--- src/rtl/shift_sequencer_pkg.sv ---
// Shared definitions for the multi-cycle shift-amount sequencer: shift-stage
// op codes, FSM state encodings and default datapath sizes.
package shift_sequencer_pkg;

    localparam int WIDTH_DEF   = 8;
    localparam int SHAMT_W_DEF = 3;

    // Codes understood by the external single-position shift stage.
    // 101..111 are pass-through (the stage returns its operand unchanged).
    localparam logic [2:0] OP_ROL = 3'b000;
    localparam logic [2:0] OP_ROR = 3'b001;
    localparam logic [2:0] OP_LSL = 3'b010;
    localparam logic [2:0] OP_LSR = 3'b011;
    localparam logic [2:0] OP_ASR = 3'b100;

    // Sequencer states.
    localparam logic [1:0] S_IDLE = 2'd0;
    localparam logic [1:0] S_STEP = 2'd1;
    localparam logic [1:0] S_DONE = 2'd2;

    // True for codes that actually move bits; pass-through codes need no steps.
    function automatic logic is_shift_op(input logic [2:0] code);
        return (code <= OP_ASR);
    endfunction

    // True when the bit leaving the accumulator is the MSB (left-moving ops).
    function automatic logic exits_msb(input logic [2:0] code);
        return (code == OP_ROL) || (code == OP_LSL);
    endfunction

endpackage

--- src/rtl/shift_sequencer.sv ---
// Multi-cycle shift-amount sequencer. Drives an external single-position
// shift stage (sh_a/sh_sel -> sh_y), looping its output back once per clock
// until the requested number of steps is done. The result feeds ALU operand B.
//
// Build option: define SHIFT_CARRY_EN to track the last bit shifted out on
// carry_out; without it carry_out is tied low (port list is the same).
//
// state  | meaning
// -------+-----------------------------------------------------------
// S_IDLE | waiting for start; result holds the previous value
// S_STEP | one single-position step per clock, cnt counts down to 1
// S_DONE | one-cycle done pulse, result valid from here on
module shift_sequencer
    import shift_sequencer_pkg::*;
#(
    parameter int WIDTH   = WIDTH_DEF,
    parameter int SHAMT_W = SHAMT_W_DEF
) (
    input  logic               clk,
    input  logic               reset,
    input  logic               start,
    input  logic [WIDTH-1:0]   operand,
    input  logic [SHAMT_W-1:0] shamt,
    input  logic [2:0]         op,
    output logic [WIDTH-1:0]   sh_a,
    output logic [2:0]         sh_sel,
    input  logic [WIDTH-1:0]   sh_y,
    output logic               busy,
    output logic               done,
    output logic [WIDTH-1:0]   result,
    output logic               carry_out
);

    logic [1:0]         state;
    logic [WIDTH-1:0]   acc;
    logic [SHAMT_W-1:0] cnt;
    logic [2:0]         op_q;

    // FSM, accumulator and remaining-step counter.
    always_ff @(posedge clk or posedge reset) begin
        if (reset) begin
            state <= S_IDLE;
            acc   <= '0;
            cnt   <= '0;
            op_q  <= '0;
        end else begin
            case (state)
                S_IDLE: begin
                    if (start) begin
                        acc  <= operand;
                        op_q <= op;
                        cnt  <= shamt;
                        // Zero-length or pass-through requests skip straight to DONE.
                        if ((shamt == '0) || !is_shift_op(op))
                            state <= S_DONE;
                        else
                            state <= S_STEP;
                    end
                end
                S_STEP: begin
                    acc <= sh_y;
                    cnt <= cnt - SHAMT_W'(1);
                    if (cnt == SHAMT_W'(1))
                        state <= S_DONE;
                end
                S_DONE: begin
                    state <= S_IDLE;
                end
                default: begin
                    state <= S_IDLE;
                end
            endcase
        end
    end

`ifdef SHIFT_CARRY_EN
    logic carry_q;

    // Capture the bit leaving acc on every real step; otherwise hold.
    always_ff @(posedge clk or posedge reset) begin
        if (reset)
            carry_q <= 1'b0;
        else if (state == S_STEP)
            carry_q <= exits_msb(op_q) ? acc[WIDTH-1] : acc[0];
    end

    assign carry_out = carry_q;
`else
    assign carry_out = 1'b0;
`endif

    assign sh_a   = acc;
    assign sh_sel = op_q;
    assign result = acc;
    assign busy   = (state == S_STEP);
    assign done   = (state == S_DONE);

endmodule

--- config.mk ---
export PLATFORM = sky130hd
export DESIGN_NAME = shift_sequencer
export DESIGN_NICKNAME = d
export VERILOG_FILES = /design/src/rtl/shift_sequencer_pkg.sv /design/src/rtl/shift_sequencer.sv
export SDC_FILE = /design/constraint.sdc
export NUM_CORES = 1
export LEC_CHECK = 0
export CORE_AREA = 2 2 48 50
export CTS_BUF_LIST = sky130_fd_sc_hd__clkbuf_4 sky130_fd_sc_hd__clkbuf_8 sky130_fd_sc_hd__clkbuf_16
export DETAILED_ROUTE_END_ITERATION = 12
export DIE_AREA = 0 0 50 52
export DONT_BUFFER_PORTS = 1
export GPL_TIMING_DRIVEN = 0
export PLACE_DENSITY_LB_ADDON = 0.15
export SETUP_SLACK_MARGIN = 0.3
export SKIP_LAST_GASP = 1
export SLEW_MARGIN = 15
export SYNTH_ARGS = -nofsm -noshare
export SYNTH_HDL_FRONTEND = slang
export SYNTH_SLANG_ARGS = --single-unit
--- constraint.sdc ---
create_clock -name clk -period 1.1 [get_ports clk]
set_input_delay 0.22 -clock clk [delete_from_list [all_inputs] [get_ports clk]]
set_output_delay 0.22 -clock clk [all_outputs]
set_load 0.03 [all_outputs]
## Word-level counts from Yosys, hierarchy flattened

Cells that the tools add are included.
W data, S select, Z words.

- Add/sub/neg operators: 1
- Order comparisons: 1
- Equality and inequality tests: 5
- Muxes and demuxes: 8
- Reductions and logical operators: 8

Operators by type and width:

| operator | count |
|---|---|
| $pmux W8 S2 | 1 |
| $mux W8 | 1 |
| $mux W2 | 3 |
| $pmux W3 S2 | 1 |
| $reduce_and A2 Y1 | 3 |
| $pmux W2 S2 | 1 |
| $eq A3 B1 Y1 const B | 1 |
| $le A3 B3 Y1 const B | 1 |
| $logic_not A3 Y1 | 1 |
| $mux W3 | 1 |
| $sub A3 B1 Y3 const B | 1 |
| $eq A2 B1 Y1 const B | 1 |
| $eq A2 B2 Y1 const B | 1 |
| $logic_not A2 Y1 | 1 |
| $ne A2 B1 Y1 const B | 1 |
| $ne A2 B2 Y1 const B | 1 |
| $reduce_bool A2 Y1 | 1 |
| $logic_not A1 Y1 | 1 |
| $logic_or A1 B1 Y1 | 1 |

- Register bits after elaboration: 16
- Input port bits: 25
- Output and inout port bits: 22
- Logic and storage cells: 27

## Longest topological paths before layout

Gate-level depths: netlist of run 1.

- Depth in word-level cells: 6
- Depth in mapped cells: 5
- Mapped depth without buffers: 5

## Least setup slack after synthesis of run 1

Ideal clock, no wire load.

- Path kind: reg2reg
- Start point: reg state[0]
- End point: reg state[1]
- Setup time: 121 ps
- Data arrival time: 1122 ps
- Data required time: 979 ps
- Path slack: -143 ps
- Cell stages (with the launch flop): 4
- Buffers on the path: 0
- Clock period less this slack: 1243 ps
- Path through: dfrtp_1 > nand2b_1 > clkinv_1 > a22o_1

- Longest elaborated chain between the ends: 3
- Elaborated cells on any way between the ends: 6
- Those cells by class: eq/ne (3); mux (1); reduce/logical (2)

Ends and longest elaborated chain:

| element | line | text |
|---|---|---|
| from (decl) | shift_sequencer.sv:34 | `logic [1:0] state;` |
| from (signal assigned) | shift_sequencer.sv:42 | `state <= S_IDLE;` |
| from (signal assigned) | shift_sequencer.sv:55 | `state <= S_DONE;` |
| from (signal assigned) | shift_sequencer.sv:57 | `state <= S_STEP;` |
| $eq A2 B1 Y1 (*) | - |  |
| net busy | shift_sequencer.sv:28 | `output logic busy,` |
| $ne A2 B1 Y1 (no line) | - |  |
| $reduce_and A2 Y1 (no line) | - |  |

Mark *: on every way through the listed nets, which the timed path passes. The rest lies on a longest branch.
A chain may end at the register's enable or synchronous reset.

## Final worst setup path of run 1

- Start point: reg state[1]
- End point: reg op_q[1] (netlist: sh_sel[1])

- Longest elaborated chain between the ends: 2

Ends and longest elaborated chain:

| element | line | text |
|---|---|---|
| $logic_not A2 Y1 | shift_sequencer.sv:47 | `case (state)` |
| $reduce_and A2 Y1 (no line) | - |  |
| to (signal assigned) | shift_sequencer.sv:51 | `op_q <= op;` |
| to (decl) | shift_sequencer.sv:37 | `logic [2:0] op_q;` |

No other way between the ends.

==> results of run 1 <==
==> synthesized netlist by cell type, types with 2 or more instances <==
cell type,n
dfrtp_1,16
buf_4,9
o21ai_1,7
a31oi_1,6
and2_1,6
nand2_1,6
a21oi_1,5
o22ai_1,5
inv_1,4
mux2_1,3
nor2_1,3
buf_2,2
ha_1,2
==> placed cells by master, fill, tap and decap left out, drive strengths merged <==
cell,n
a21oi,5
a22o,1
a2bb2oi,1
a31oi,6
and2,6
and3b,1
buf,28
clkbuf,4
clkinv,1
conb,1
dfrtp,16
ha,2
inv,5
mux2,3
nand2,6
nand2b,2
nor2,4
nor2b,1
nor3b,1
o21ai,8
o21bai,1
o221a,1
o22a,1
o22ai,5
o31ai,1
o32ai,1
==> final timing paths <==
path / slack [ns] / startpoint / end
min reg2reg: 0.55 / cnt[1]$_DFFE_PP0P_ / cnt[1]$_DFFE_PP0P_
max: -0.17 / state[1]$_DFFE_PP0P_ / sh_sel[1]$_DFFE_PP0P_
min in group clk: 0.08 / op[0] / sh_sel[0]$_DFFE_PP0P_
max in group asynchronous: 0.79 / reset / sh_sel[2]$_DFFE_PP0P_
max reg2reg: -0.17 / state[1]$_DFFE_PP0P_ / sh_sel[1]$_DFFE_PP0P_
min: -0.12 / reset / cnt[2]$_DFFE_PP0P_
==> state kept, by name (all words and copies together) (netlist names) <==
| register | cells |
|---|---|
| result | 8 |
| cnt | 3 |
| sh_sel | 3 |
| state | 2 |
==> critical path, cell delays in order, from the launching register on <==
cell      delay, ns
dfrtp_1        0.40
buf_6          0.12
nand2b_4       0.16
nor2_4         0.15
mux2_4         0.32
==> per-stage QoR <==
| stage | util | hold slack (ns) | total power [mW] |
|---|---|---|---|
| floorplan | - | 0.133 | 3.11 |
| global placement | 0.480 | 0.222 | 3.34 |
| detailed placement | 0.480 | 0.224 | 3.36 |
| CTS | 0.581 | -0.0895 | 4.19 |
| global route | 0.607 | -0.0619 | 4.64 |
| finish | 0.607 | -0.122 | 4.36 |
==> power by group through the flow <==
stage	logic, mW	registers (mW)	clock network, mW
after global placement	1.70	1.65	0
after detailed placement	1.70	1.66	0
after floorplan	1.52	1.59	0
after global routing	2.59	1.67	0.383
final	2.38	1.62	0.350
after CTS	2.23	1.61	0.352
==> per-layer routing <==
metal  vias to the layer above  track usage  wire length [um]
met5                         -            0                 0
met4                         0       0.0556                15
met3                         2       0.0374               117
met2                        23        0.307              1080
met1                       362        0.221               924
li1                        355            -                 -
==> layout make-up <==
class	instances	area share
inverters	6	0.0215
well taps	28	0.0274
plain buffers	12	0.101
clock buffers	4	0.0235
multi-input cells	58	0.378
repair buffers	16	0.124
flip-flops and latches	16	0.325
==> timing repair <==
| action | in CTS | in global routing |
|---|---|---|
| setup endpoints to repair | 37 | 37 |
| endpoints found under the hold margin | 16 | 16 |
| gates resized for setup | 20 | 8 |
| pin swaps | 17 | 4 |
| setup buffers | 13 | 3 |
==> kinds of logic (layout without fill, tap and decap cells) <==
kind of cell,count (synthesis),after routing,share of synthesized area
other,1,1,0.00422
adders and majority gates,2,2,0.0282
DFF,16,16,0.451
muxes,3,3,0.0380
buffers and inverters,18,38,0.125
and+or+nand+nor,21,21,0.130
AOI/OAI and AO/OA,31,31,0.224
==> impl_metrics.tcl, run 1 <==
set metrics [dict create \
    status "finished, violations left" \
    violations "negative hold slack, negative setup slack" \
    syn_nets 119 \
    die_y_um 52 \
    critPathLaunchType "flop" \
    synthArstFlopShare 1.00 \
    insertion_delay_ns 0.29 \
    period_share 1.15 \
    synth_top_cell_by_area "dfrtp_1" \
    yosysTopAreaCellShare 0.451 \
    leakagePower_nw 0.547 \
    synth-warning-count 0 \
    setup_tns_ns -2.77 \
    synth_area_um2 888 \
    max_cap_violations 0 \
    cts.htree.levels 1 \
    synth_seq_cells 16 \
    path_class "reg -> reg" \
    layout_min_cycle_time_ns 1.27 \
    switching_power_mw 2.05 \
    core-area_mm2 0.00211 \
    seq_area_frac_synth 0.451 \
    clk_pin_slew_worst_paths_ns 0.10 \
    grt.overflow.total 0 \
    grt_max_degree 17 \
    ir_drop_uv 2000 \
    clkPwrFrac 0.080 \
    wl_per_cell_um 15.3 \
    final_cells 140 \
    gp_congestion 0.775 \
    fmax_mhz 790 \
    grt_pass1_wl_mm 3.44 \
    combPwrFrac 0.547 \
    syn_area_per_cell_um2 9.66 \
    antenna_found_initial 0 \
    multi_input_area_um2 483 \
    cts_buffers 3 \
    synth-edff-count 0 \
    nFillCells 176 \
    num_io_pins 47 \
    switching_share 0.471 \
    fp-row-count 17 \
    place_ws_ns -0.0713 \
    arrival_ns 1.44 \
    grt_setup_unrepaired "true" \
    tightestPinTransition_ns 0.604 \
    drv_slew 0 \
    drt-total-wl_mm 2.14 \
    finalNetCount 140 \
    cp_max_fo 4 \
    placed_area_mm2 0.00101 \
    postSynthCellCount 92 \
    cts_buffer_depth 2 \
    drt_pass1_iterations 4 \
    root_buffer "clkbuf_4" \
    port_buffers 0 \
    power_density_mw_per_mm2 3410 \
    cts_tree "done" \
    crit_path_end_kind "flop" \
    setup_violations 26 \
    grt_pass1_vias 722 \
    numClockSinks 16 \
    drt-vias-per-instance 5.30 \
    crit_required_ns 1.27 \
    hold_path_class "in -> async" \
    worst_slew_margin_rel 0.597 \
    initial_core_util 0.422 \
    route.detailed.drc 0 \
    drive_above_1_share 0.589 \
    area_growth_syn_to_layout_pct 43.9 \
    regArea_um2 415 \
    place.detailed.hpwl_mm 1.41 \
    drt-initial-drc-count 8 \
    die_w_um 50 \
    diodes 0 \
    hold_viol 16 \
    gr-usage-all-layers 0.178 \
    dp.cells 120 \
    synth.distinct_cells 31 \
    synth-main-ff-cell "dfrtp_1" \
    fin_area_mm2 0.00128 \
    ys_top_cells_by_area "dfrtp_1 (45%), buf_4 (7.6%), a31oi_1 (4.2%)" \
    vias 742 \
    layout_setup_ws_ns -0.166 \
    dieArea_mm2 0.00260 \
    seq_power_share 0.373 \
    internal_power_mw 2.30 \
    holdWs_ns -0.122 \
    drtAntennaViolNets 0 \
    skew_ns 0.00782 \
    r2r_cells 4 \
]
Note: power is estimated with default switching activity, not from simulation.
==> run 2: changes to the inputs <==
--- a/config.mk
+++ b/config.mk
@@ -5,13 +5,13 @@
 export SDC_FILE = /design/constraint.sdc
 export NUM_CORES = 1
 export LEC_CHECK = 0
-export CORE_AREA = 2 2 48 50
+export CORE_AREA = 2 2 54 56
 export CTS_BUF_LIST = sky130_fd_sc_hd__clkbuf_4 sky130_fd_sc_hd__clkbuf_8 sky130_fd_sc_hd__clkbuf_16
 export DETAILED_ROUTE_END_ITERATION = 12
-export DIE_AREA = 0 0 50 52
+export DIE_AREA = 0 0 56 58
 export DONT_BUFFER_PORTS = 1
 export GPL_TIMING_DRIVEN = 0
-export PLACE_DENSITY_LB_ADDON = 0.15
+export PLACE_DENSITY = 0.5
 export SETUP_SLACK_MARGIN = 0.3
 export SKIP_LAST_GASP = 1
 export SLEW_MARGIN = 15
==> run 2 against run 1 <==
Net effect: the run still ends with negative hold slack, negative setup slack left; sequential share of layout area shrank 0.13 points; die area grew 25%; register-to-register slack is essentially flat; flip-flop and latch count unchanged; largest power group unchanged.
==> impl_metrics.tcl, run 2 (same netlist as run 1, synthesis figures left out) <==
set metrics [dict create \
    drt-initial-drc-count 22 \
    violations "negative hold slack, negative setup slack" \
    skew_ns 0.00168 \
    power_mw 4.49 \
    crit_path_max_incr_delay_ns 0.45 \
    antenna_found_initial 0 \
    cts_tree "done" \
    clk_pin_slew_worst_paths_ns 0.10 \
    period_share 1.18 \
    grt_pass1_wl_mm 3.60 \
    layout_setup_ws_ns -0.194 \
    drv_slew 0 \
    insertion_delay_ns 0.29 \
    crit_required_ns 0.88 \
    placed_area_mm2 0.00101 \
    grt.overflow.total 0 \
    drive_above_1_share 0.642 \
    dp.cells 123 \
    gp_congestion 0.821 \
    root_buffer "clkbuf_4" \
    layout_min_cycle_time_ns 1.29 \
    diodes 0 \
    met3_length_um 176 \
    hold_viol 16 \
    gr-usage-all-layers 0.145 \
    wl_per_cell_um 16.8 \
    grt_pass1_vias 759 \
    finalNetCount 137 \
    area_growth_syn_to_layout_pct 44.5 \
    max_cap_violations 0 \
    drtAntennaViolNets 0 \
    fin_area_mm2 0.00128 \
    critPathBufInv 1 \
    tightestPinTransition_ns 0.638 \
    r2r_cells 4 \
    dieArea_mm2 0.00325 \
    route.detailed.drc 0 \
    path_class "reg -> out" \
    port_buffers 0 \
    leakagePower_nw 0.541 \
    cts_buffer_depth 2 \
    drt_pass1_iterations 4 \
    worstPathCellList "buf_6 > nor2_4" \
    setup_violations 26 \
    grt_max_degree 17 \
    die_w_um 56 \
    numClockSinks 16 \
    cp_slowest_cell "dfrtp_2" \
    final_cell_mix "buf_6 (12), dfrtp_2 (12), buf_4 (10), nand2_1 (6), o21ai_1 (6)" \
    arrival_ns 1.07 \
    final_util 0.482 \
    route.met2.wl_mm 1.22 \
    cp_max_fo 4 \
    fp-row-count 19 \
    die_y_um 58 \
    hold_path_class "in -> async" \
    ff2ff_setup_slack_ns -0.18 \
    reg2reg_from "state[1]$_DFFE_PP0P_" \
    path_delay_family "flip-flops" \
    cts.htree.levels 1 \
    place.detailed.hpwl_mm 1.55 \
    crit_path_end_kind "primary output" \
    crit_cells 2 \
    worst_slew_margin_rel 0.574 \
    drt-vias-per-instance 5.22 \
    critPathLaunchType "flop" \
    drt-met1-wl_um 936 \
    top_layer "met4" \
    initial_core_util 0.334 \
    final_cells 140 \
    power_density_mw_per_mm2 3500 \
    holdWs_ns -0.112 \
    drt-total-wl_mm 2.35 \
    num_io_pins 47 \
    setup_tns_ns -2.18 \
    ir_drop_uv 1910 \
    cts_buffers 3 \
    grt_setup_unrepaired "true" \
    largest_register_ffs 8 \
    status "finished, violations left" \
    place_ws_ns -0.0956 \
    vias 731 \
    nFillCells 261 \
    fmax_mhz 773 \
    core-area_mm2 0.00266 \
    crit_path_start "state[0]$_DFFE_PP0P_" \
]
## run 2: where the power goes
group | internal (mW) | total [mW] | switching (mW)
logic | 1.23 | 2.45 | 1.22
clock network | 0.202 | 0.406 | 0.205
registers | 0.921 | 1.64 | 0.714
total | 2.35 | 4.49 | 2.14
## run 2: final timing paths
kind | to
max in group asynchronous | sh_sel[2]$_DFFE_PP0P_
min reg2reg | cnt[1]$_DFFE_PP0P_
min in group clk | sh_sel[2]$_DFFE_PP0P_
max reg2reg | sh_sel[0]$_DFFE_PP0P_
max | done
min | result[3]$_DFFE_PP0P_
## run 2: repair_timing
action / in CTS / in global routing
endpoints found under the setup margin: 37 / 37
gates resized for setup: 19 / 14
pin swaps: 10 / 10
endpoints found under the hold margin: 16 / 16
buffers inserted: 10 / 3
## run 2: area by class of cell
class,instances,area (um2),share of cell area
Sequential cell,16,415,0.324
Tap cell,31,38.8,0.0302
Multi-Input combinational cell,58,520,0.405
Inverter,6,27.5,0.0214
Timing Repair Buffer,13,120,0.0936
Buffer,12,125,0.0975
Clock buffer,4,36.3,0.0283
## run 2: layer usage
| metal | track usage | up-vias |
|---|---|---|
| li1 | - | 350 |
| met1 | 0.177 | 354 |
| met2 | 0.245 | 25 |
| met3 | 0.0357 | 2 |
| met4 | 0.0612 | 0 |
| met5 | 0 | - |
==> run 3: changes to the inputs <==
--- a/config.mk
+++ b/config.mk
@@ -10,7 +10,6 @@
 export DETAILED_ROUTE_END_ITERATION = 12
 export DIE_AREA = 0 0 56 58
 export DONT_BUFFER_PORTS = 1
-export GPL_TIMING_DRIVEN = 0
 export PLACE_DENSITY = 0.5
 export SETUP_SLACK_MARGIN = 0.3
 export SKIP_LAST_GASP = 1
==> run 3 against run 2 <==
Net effect: the run ends with negative setup slack left; largest cell class unchanged; cell area up 3.9%; utilization up 1.9 points; fmax down 1.5%; wire length up 2.3%.
==> impl_metrics.tcl, run 3 (same netlist as run 1, synthesis figures left out) <==
set metrics [dict create \
    power_density_mw_per_mm2 3490 \
    path_class "reg -> out" \
    antenna_found_initial 0 \
    r2r_cells 4 \
    hold_viol 0 \
    worstPathCellList "buf_6 > nor2_4" \
    crit_cells 2 \
    reg2reg_from "state[1]$_DFFE_PP0P_" \
    grt_pass1_vias 765 \
    diodes 0 \
    largest_register_ffs 8 \
    drt_pass1_iterations 6 \
    ff2ff_setup_slack_ns -0.20 \
    arrival_ns 1.09 \
    grt_max_degree 17 \
    cts_tree "done" \
    gr-usage-met2 0.244 \
    power_mw 4.65 \
    route.detailed.drc 0 \
    area_growth_syn_to_layout_pct 50.1 \
    finalNetCount 141 \
    die_y_um 58 \
    place.detailed.hpwl_mm 1.57 \
    layout_setup_ws_ns -0.213 \
    crit_path_max_incr_delay_ns 0.46 \
    critPathBufInv 1 \
    drt-vias-per-instance 5.33 \
    grt.overflow.total 0 \
    multi_input_area_um2 507 \
    insertion_delay_ns 0.29 \
    regArea_um2 412 \
    initial_core_util 0.334 \
    port_buffers 0 \
    setup_violations 22 \
    final_util 0.501 \
    clk_pin_slew_worst_paths_ns 0.10 \
    drive_above_1_share 0.611 \
    gr-usage-all-layers 0.157 \
    fmax_mhz 762 \
    status "finished, violations left" \
    grt_setup_unrepaired "true" \
    crit_path_end_kind "primary output" \
    grt_pass1_wl_mm 3.83 \
    use_met3 0.0737 \
    cp_max_fo 3 \
    drt-initial-drc-count 35 \
    rr_endpoint "sh_sel[0]$_DFFE_PP0P_" \
    violations "negative setup slack" \
    crit_required_ns 0.88 \
    cp-endpoint "done" \
    cts.htree.levels 1 \
    vias 767 \
    wl_per_cell_um 16.7 \
    ir_drop_uv 1600 \
    max_cap_violations 0 \
    core-area_mm2 0.00266 \
    busiest_layer "met2" \
    dieArea_mm2 0.00325 \
    hold_path_class "in -> reg" \
    mostFrequentLayoutCell "buf_4" \
    drt-total-wl_mm 2.40 \
    fp-row-count 19 \
    layout_min_cycle_time_ns 1.31 \
    skew_ns 0.00210 \
    leakagePower_nw 0.566 \
    critPathLaunchType "flop" \
    numClockSinks 16 \
    gp_congestion 0.812 \
    crit_path_start "state[0]$_DFFE_PP0P_" \
    root_buffer "clkbuf_4" \
    drv_slew 0 \
    nFillCells 229 \
    hold_start "op[2]" \
    die_w_um 56 \
    cts_buffer_depth 2 \
    cts_buffers 3 \
    period_share 1.19 \
    grt_util_met1 0.189 \
    path_delay_family "flip-flops" \
    drtAntennaViolNets 0 \
    num_io_pins 47 \
    cp_slowest_cell "dfrtp_2" \
    final_cell_mix "buf_4 (13), buf_6 (11), dfrtp_2 (9), dfrtp_1 (7), o21ai_1 (6)" \
]
## run 3: cell types whose count changed in the layout (fill, tap and decap cells not counted), moves of 3 or more
cell / delta
buf_4: +3
dfrtp_2: -3
and2_1: +3
dfrtp_1: +3
and2_4: -3
buf_12: +3
## run 3: layout make-up
type                       count  area share
tap                           31      0.0291
multi-input combinational     58       0.380
timing repair buffer          29       0.230
inverter                       6      0.0253
clock buffer                   4      0.0272
sequential                    16       0.309
## run 3: how the worst min path moves through the flow
stage,end,cells after the start
floorplan,cnt[0]$_DFFE_PP0P_,1
global placement,sh_sel[2]$_DFFE_PP0P_,2
detailed placement,sh_sel[2]$_DFFE_PP0P_,2
CTS,sh_sel[2]$_DFFE_PP0P_,1
global route,sh_sel[2]$_DFFE_PP0P_,1
finish,sh_sel[2]$_DFFE_PP0P_,1
## run 3: layer usage
| metal | vias to the layer above | wire [um] |
|---|---|---|
| met1 | 372 | 994 |
| met3 | 2 | 205 |
| met4 | 0 | 10 |
| met2 | 29 | 1190 |
| met5 | - | 0 |
| li1 | 364 | - |
## run 3: worst reg2reg max path, stage by stage (launching register included)
cell      delay, ns
dfrtp_1        0.41
buf_4          0.14
nand2b_4       0.16
nor2_4         0.17
mux2_4         0.32
## run 3: what timing repair did
| item | CTS | global route |
|---|---|---|
| pin swaps | 5 | 14 |
| hold endpoints to repair | 16 | 0 |
| hold buffers | 1 | 0 |
| setup buffers | 10 | 5 |
| resized for setup | 23 | 11 |
| endpoints found under the setup margin | 37 | 37 |
## run 3: per-stage QoR
| stage | instances | setup TNS (ns) | instance area [um2] | setup slack, ns | hold slack (ns) |
|---|---|---|---|---|---|
| 4_1_cts | 139 | -1.72 | 1250 | -0.218 | 0.0686 |
| 2_1_floorplan | 92 | 0 | 975 | 0.00403 | 0.133 |
| 6_report | 144 | -1.98 | 1330 | -0.213 | 0.0698 |
| 5_1_grt | 144 | -3.37 | 1330 | -0.262 | 0.0453 |
| 3_3_place_gp | 124 | -0.133 | 1020 | -0.0442 | 0.142 |
| 3_5_place_dp | 124 | -0.228 | 1020 | -0.0501 | 0.144 |
## run 3: power breakdown
group	total, mW	internal, mW	switching, mW
Combinational	2.62	1.39	1.24
Clock	0.405	0.202	0.203
Sequential	1.63	0.905	0.722
